===== src/rtl/systolic_pkg.sv =====
// rtl/systolic_pkg.sv - shared sizes, state encoding and row type for the systolic array
package systolic_pkg;

  localparam int N_DEF  = 4;
  localparam int DW_DEF = 4;
  // Accumulator width the downstream array needs for an N-term dot product
  localparam int RES_W  = 2 * DW_DEF + $clog2(N_DEF) + 1;

  typedef enum logic [1:0] {
    LOAD = 2'd0,
    FEED = 2'd1,
    DONE = 2'd2
  } feeder_state_t;

  typedef logic [N_DEF-1:0][DW_DEF-1:0] row_t;

endpackage


===== src/rtl/systolic_skew_select.sv =====
// rtl/systolic_skew_select.sv - picks one zero-padded anti-diagonal of a buffered matrix
module systolic_skew_select #(
  parameter int N         = 4,
  parameter int DW        = 4,
  parameter int SW        = 3,
  parameter bit COL_MAJOR = 1'b0
) (
  input  logic                        en,
  input  logic [SW-1:0]               step,
  input  logic [N-1:0][N-1:0][DW-1:0] mat,
  output logic [N-1:0][DW-1:0]        diag
);

  // Lane i takes element k where i + k == step; row-major for A, column-major for B
  always_comb begin
    diag = '0;
    for (int i = 0; i < N; i++) begin
      for (int k = 0; k < N; k++) begin
        if (en && (int'(step) == i + k)) begin
          diag[i] = COL_MAJOR ? mat[k][i] : mat[i][k];
        end
      end
    end
  end

endmodule


===== src/rtl/systolic_operand_feeder.sv =====
// rtl/systolic_operand_feeder.sv - buffers an N x N operand pair and drives the skewed wavefront
module systolic_operand_feeder
  import systolic_pkg::*;
#(
  parameter int N  = N_DEF,
  parameter int DW = DW_DEF
) (
  input  logic                 clk_i,
  input  logic                 rst_ni,
  input  logic                 in_valid_i,
  output logic                 in_ready_o,
  input  logic [N-1:0][DW-1:0] in_a_row_i,
  input  logic [N-1:0][DW-1:0] in_b_row_i,
  output logic                 feed_valid_o,
  input  logic                 feed_ready_i,
  output logic [N-1:0][DW-1:0] a_west_o,
  output logic [N-1:0][DW-1:0] b_north_o,
  output logic                 feed_first_o,
  output logic                 feed_last_o,
  output logic                 done_o,
  output logic                 busy_o
);

  localparam int RW = (N > 1) ? $clog2(N) : 1;
  localparam int SW = (N > 1) ? $clog2(2 * N - 1) : 1;
  localparam logic [RW-1:0] ROW_LAST  = RW'(N - 1);
  localparam logic [SW-1:0] STEP_LAST = SW'(2 * N - 2);

  feeder_state_t               state_q, state_d;
  logic                        in_ready_q;
  logic [RW-1:0]               row_cnt_q;
  logic [SW-1:0]               step_q;
  logic [N-1:0][N-1:0][DW-1:0] a_buf_q, b_buf_q;
  logic                        accept, feed_fire, in_feed;

  assign accept    = in_valid_i && in_ready_q;
  assign in_feed   = (state_q == FEED);
  assign feed_fire = in_feed && feed_ready_i;

  always_comb begin
    state_d = state_q;
    unique case (state_q)
      LOAD:    if (accept && (row_cnt_q == ROW_LAST)) state_d = FEED;
      FEED:    if (feed_fire && (step_q == STEP_LAST)) state_d = DONE;
      DONE:    state_d = LOAD;
      default: state_d = LOAD;
    endcase
  end

  // in_ready tracks the next state so it stays registered yet opens right as LOAD begins
  always_ff @(posedge clk_i or negedge rst_ni) begin
    if (!rst_ni) begin
      state_q    <= LOAD;
      in_ready_q <= 1'b0;
      row_cnt_q  <= '0;
      step_q     <= '0;
      a_buf_q    <= '0;
      b_buf_q    <= '0;
    end else begin
      state_q    <= state_d;
      in_ready_q <= (state_d == LOAD);
      if (accept) begin
        a_buf_q[row_cnt_q] <= in_a_row_i;
        b_buf_q[row_cnt_q] <= in_b_row_i;
        row_cnt_q          <= (row_cnt_q == ROW_LAST) ? '0 : row_cnt_q + 1'b1;
      end
      if (feed_fire) begin
        step_q <= (step_q == STEP_LAST) ? '0 : step_q + 1'b1;
      end
    end
  end

  systolic_skew_select #(.N(N), .DW(DW), .SW(SW), .COL_MAJOR(1'b0)) u_skew_a (
    .en   (in_feed),
    .step (step_q),
    .mat  (a_buf_q),
    .diag (a_west_o)
  );

  systolic_skew_select #(.N(N), .DW(DW), .SW(SW), .COL_MAJOR(1'b1)) u_skew_b (
    .en   (in_feed),
    .step (step_q),
    .mat  (b_buf_q),
    .diag (b_north_o)
  );

  assign in_ready_o   = in_ready_q;
  assign feed_valid_o = in_feed;
  assign feed_first_o = in_feed && (step_q == '0);
  assign feed_last_o  = in_feed && (step_q == STEP_LAST);
  assign done_o       = (state_q == DONE);
  assign busy_o       = (state_q == FEED) || (state_q == DONE);

endmodule


===== config.mk =====
export PLATFORM = sky130hd
export DESIGN_NAME = systolic_operand_feeder
export DESIGN_NICKNAME = d
export VERILOG_FILES = /design/src/rtl/systolic_pkg.sv /design/src/rtl/systolic_skew_select.sv /design/src/rtl/systolic_operand_feeder.sv
export SDC_FILE = /design/constraint.sdc
export NUM_CORES = 1
export LEC_CHECK = 0
export CAP_MARGIN = 0
export CORE_UTILIZATION = 57
export DETAILED_ROUTE_END_ITERATION = 12
export GPL_ROUTABILITY_DRIVEN = 1
export GPL_TIMING_DRIVEN = 1
export PLACE_DENSITY = 0.81
export SLEW_MARGIN = 20
export SYNTH_ARGS = -nofsm -noshare
export SYNTH_HDL_FRONTEND = slang
export SYNTH_SLANG_ARGS = --single-unit

===== constraint.sdc =====
create_clock -name clk_i -period 2.75 [get_ports clk_i]
set_input_delay 0.55 -clock clk_i [delete_from_list [all_inputs] [get_ports clk_i]]
set_output_delay 0.55 -clock clk_i [all_outputs]
set_load 0.01 [all_outputs]

==> results of run 1 <==
-- cells in the mapped netlist, types with 2 or more instances --
library cell and instances:
buf_6 5, buf_2 27, a21o_1 10, nor3b_4 2, buf_4 3, o2bb2ai_1 9, a2111oi_2 4, nand3_1 12
nand3b_1 9, o41ai_1 8, a21boi_0 8, dfrtp_1 136, nor2_1 20, o21ai_0 10, a2111oi_1 4, clkbuf_1 8
and2_1 11, mux2_2 130, nor4bb_1 8, ha_1 8, a21oi_1 10, o22ai_1 16, inv_1 5, nor3b_1 8
a221oi_1 8, a22o_1 8, a211oi_1 2, and3b_1 8, nand2_1 12
-- worst max-delay path, cell delays in order (launching register included) --
cell and delay [ps]:
dfrtp_1 340, buf_4 140, buf_12 210, or2_4 220, o22ai_1 140, o41ai_2 490, buf_2 210
-- registers in the layout, summed over array words and instances, names as in the netlist --
name / cells
a_buf_q: 64
step_q: 3
row_cnt_q: 2
in_ready_o: 1
b_buf_q: 64
state_q: 2
-- area by class of cell --
class	count	area, µm²	area share (%)
repair buffers	150	1280	14.8
clock inverters	10	100	1.16
well taps	143	179	2.07
flip-flops and latches	136	3400	39.3
multi-input cells	335	3190	36.9
inverters	7	30.0	0.347
clock buffers	22	474	5.48
-- power breakdown --
group          switching [W]  total, W  internal [W]
clock               0.000817   0.00221       0.00139
combinational        0.00198   0.00427       0.00229
sequential          0.000581   0.00361       0.00303
-- stage by stage --
stage / cells / hold WS (ps) / TNS (ps) / cell area, µm² / utilization [%]
2_1_floorplan: 521 / 254 / -102 / 6650 / -
3_3_place_gp: 749 / 478 / 0 / 7780 / 68.1
3_5_place_dp: 749 / 485 / -274 / 7780 / 68.1
4_1_cts: 789 / 107 / -131 / 8470 / 74.2
5_1_grt: 803 / 127 / -259 / 8660 / 75.8
6_report: 803 / 98.1 / 0 / 8660 / 75.8
-- metal layers --
metal / global-route usage, % / wire length [µm] / up-vias
met1: 37.7 / 7340 / 2572
met2: 50.6 / 8970 / 218
met5: 0 / 0 / -
met4: 10.4 / 278 / 0
li1: - / - / 2186
met3: 7.00 / 1010 / 28
-- cell families after synthesis --
group | Yosys count
AO/OA/AOI/OAI | 100
AND/OR/NAND/NOR | 97
flip-flops | 136
buffers and inverters | 50
adder cells (fa/ha/maj) | 8
multiplexers | 130
-- what timing repair did --
item                       4_1_cts  5_1_grt
buffers inserted                 8       13
setup endpoints to repair       34       29
pin swaps                        9       11
resized for setup               90       61
gates cloned                     0        1
-- final timing paths --
path,from,endpoint,slack [ps]
max,step_q[0],b_north_o[2],2
min,rst_ni,b_buf_q[8],100
max reg2reg,row_cnt_q[0],b_buf_q[50],990
min reg2reg,a_buf_q[39],a_buf_q[39],500
max in group asynchronous,rst_ni,a_buf_q[1],1810
min in group clk_i,a_buf_q[39],a_buf_q[39],500
==> flow_summary.yaml, run 1 <==
outcome:
  status: "complete, no violations"
yosys:
  postSynthAreaPerCell_um2: 12.8
  synth_top_area_share_pct: 51.2
  syn_nets: 565
  syn_inst: 521
  synth_edf_count: 0
  synth.mux.area_fraction_pct: 22.0
  synth_top_family_by_area: "multiplexers"
  synth_area_leader_cell: "dfrtp_1"
  seq_area_frac_synth_pct: 51.2
  synth_compound_area_share_pct: 11.5
  yosys.area_share.simple_pct: 9.78
  synth_flop_cell: "dfrtp_1"
  yosys-top-cells-area: "dfrtp_1 51%, mux2_2 22%, buf_2 2.0%, ha_1 1.5%, o22ai_1 1.5%"
  ys_ff_latch: 136
  async_flop_share_pct: 100
  syn_area_mm2: 0.00665
  yosysUniqueCellTypes: 41
  synth-xor-area-share_pct: 0
  yosysWarnings: 0
  synth_fa_ha_area_share_pct: 1.50
grt:
  grt_remaining_overflow: 0
  antenna_found_initial: 0
  grt_use_total_pct: 29.9
  grt_pass1_vias: 5203
  grt_pass1_wl_mm: 26.7
  grt_start_max_net_pins: 70
sta:
  hold_viol: 0
  rsz0062_at_grt: "true"
  post-route-min-period_ps: 2750
  report.final.setup_viol: 0
  worst_pin_slew_ps: 506
  setup_slack_ps: 1.76
  relSlewSlack_pct: 66.3
  max_freq_mhz: 364
  maxSlewViolCount: 0
  fin_crit_sh_pct: 99.9
  finClkSkew_ps: 7.65
critical_path:
  end_kind: "output pin"
  required_ps: 2200
  critPathLaunchType: "flop"
  r2r_cells: 4
  crit_type: "flop to output pin"
  critPathArrivalTime_ps: 2200
  cp_max_fo: 41
route:
  routed_via_density: 6.23
  final_antenna_net_count: 0
  drtIter0Drc: 358
  drcViolationCount: 0
  wl_per_cell_um: 21.9
  num_vias: 5004
  drt_first_pass_iters: 5
  wl_mm: 17.6
floorplan:
  fp.dieW_um: 110
  die-area_mm2: 0.0121
  io_pins: 74
  start_util_pct: 58.3
  coreArea_mm2: 0.0114
  fp-row-count: 39
  die_height_um: 110
place:
  pre_cts_ws_ps: -104
  place.gp.congestion: 0.826
  io_buffers: 73
  dpl.hpwl_mm: 10.6
pwr:
  p_per_area_mw_per_mm2: 1160
  irDropWorstVdd_mv: 0.833
  leakage_nw: 3.83
  fin_total_pwr_w: 0.0101
clocking:
  cts_max_level: 4
  max-clock-path-buffers: 2
  clockRootBuffer: "clkbuf_16"
  cts_tree: "yes"
  clock_latency_ps: 410
  clock_sinks: 136
  holdBufCountCts: 0
  cts_buffers: 17
  clk_pin_slew_worst_paths_ps: 60
worst_hold_path:
  hold_path_class: "input port to asynchronous set/reset pin"
run:
  cap_violations: 0
finish:
  drive_above_1_share_pct: 45.5
  fill_cells: 717
  layout_common_cells: "136 x dfrtp_1, 130 x mux2_2, 61 x buf_4"
  antennaDiodeCount: 0
  area_growth_pct: 30.2
  fin_nets: 691
  mostFrequentLayoutCell: "dfrtp_1"
Power figures use the tool's default switching activity.
==> run 2, diff against run 1 <==
--- a/config.mk
+++ b/config.mk
@@ -5,6 +5,7 @@
 export SDC_FILE = /design/constraint.sdc
 export NUM_CORES = 1
 export LEC_CHECK = 0
+export ABC_CLOCK_PERIOD_IN_PS = 2750
 export CAP_MARGIN = 0
 export CORE_UTILIZATION = 57
 export DETAILED_ROUTE_END_ITERATION = 12
@@ -15,3 +16,4 @@
 export SYNTH_ARGS = -nofsm -noshare
 export SYNTH_HDL_FRONTEND = slang
 export SYNTH_SLANG_ARGS = --single-unit
+export TNS_END_PERCENT = 100
==> results of run 2 <==
Same layout as run 1: the final DEF is identical, and so are final timing and power.
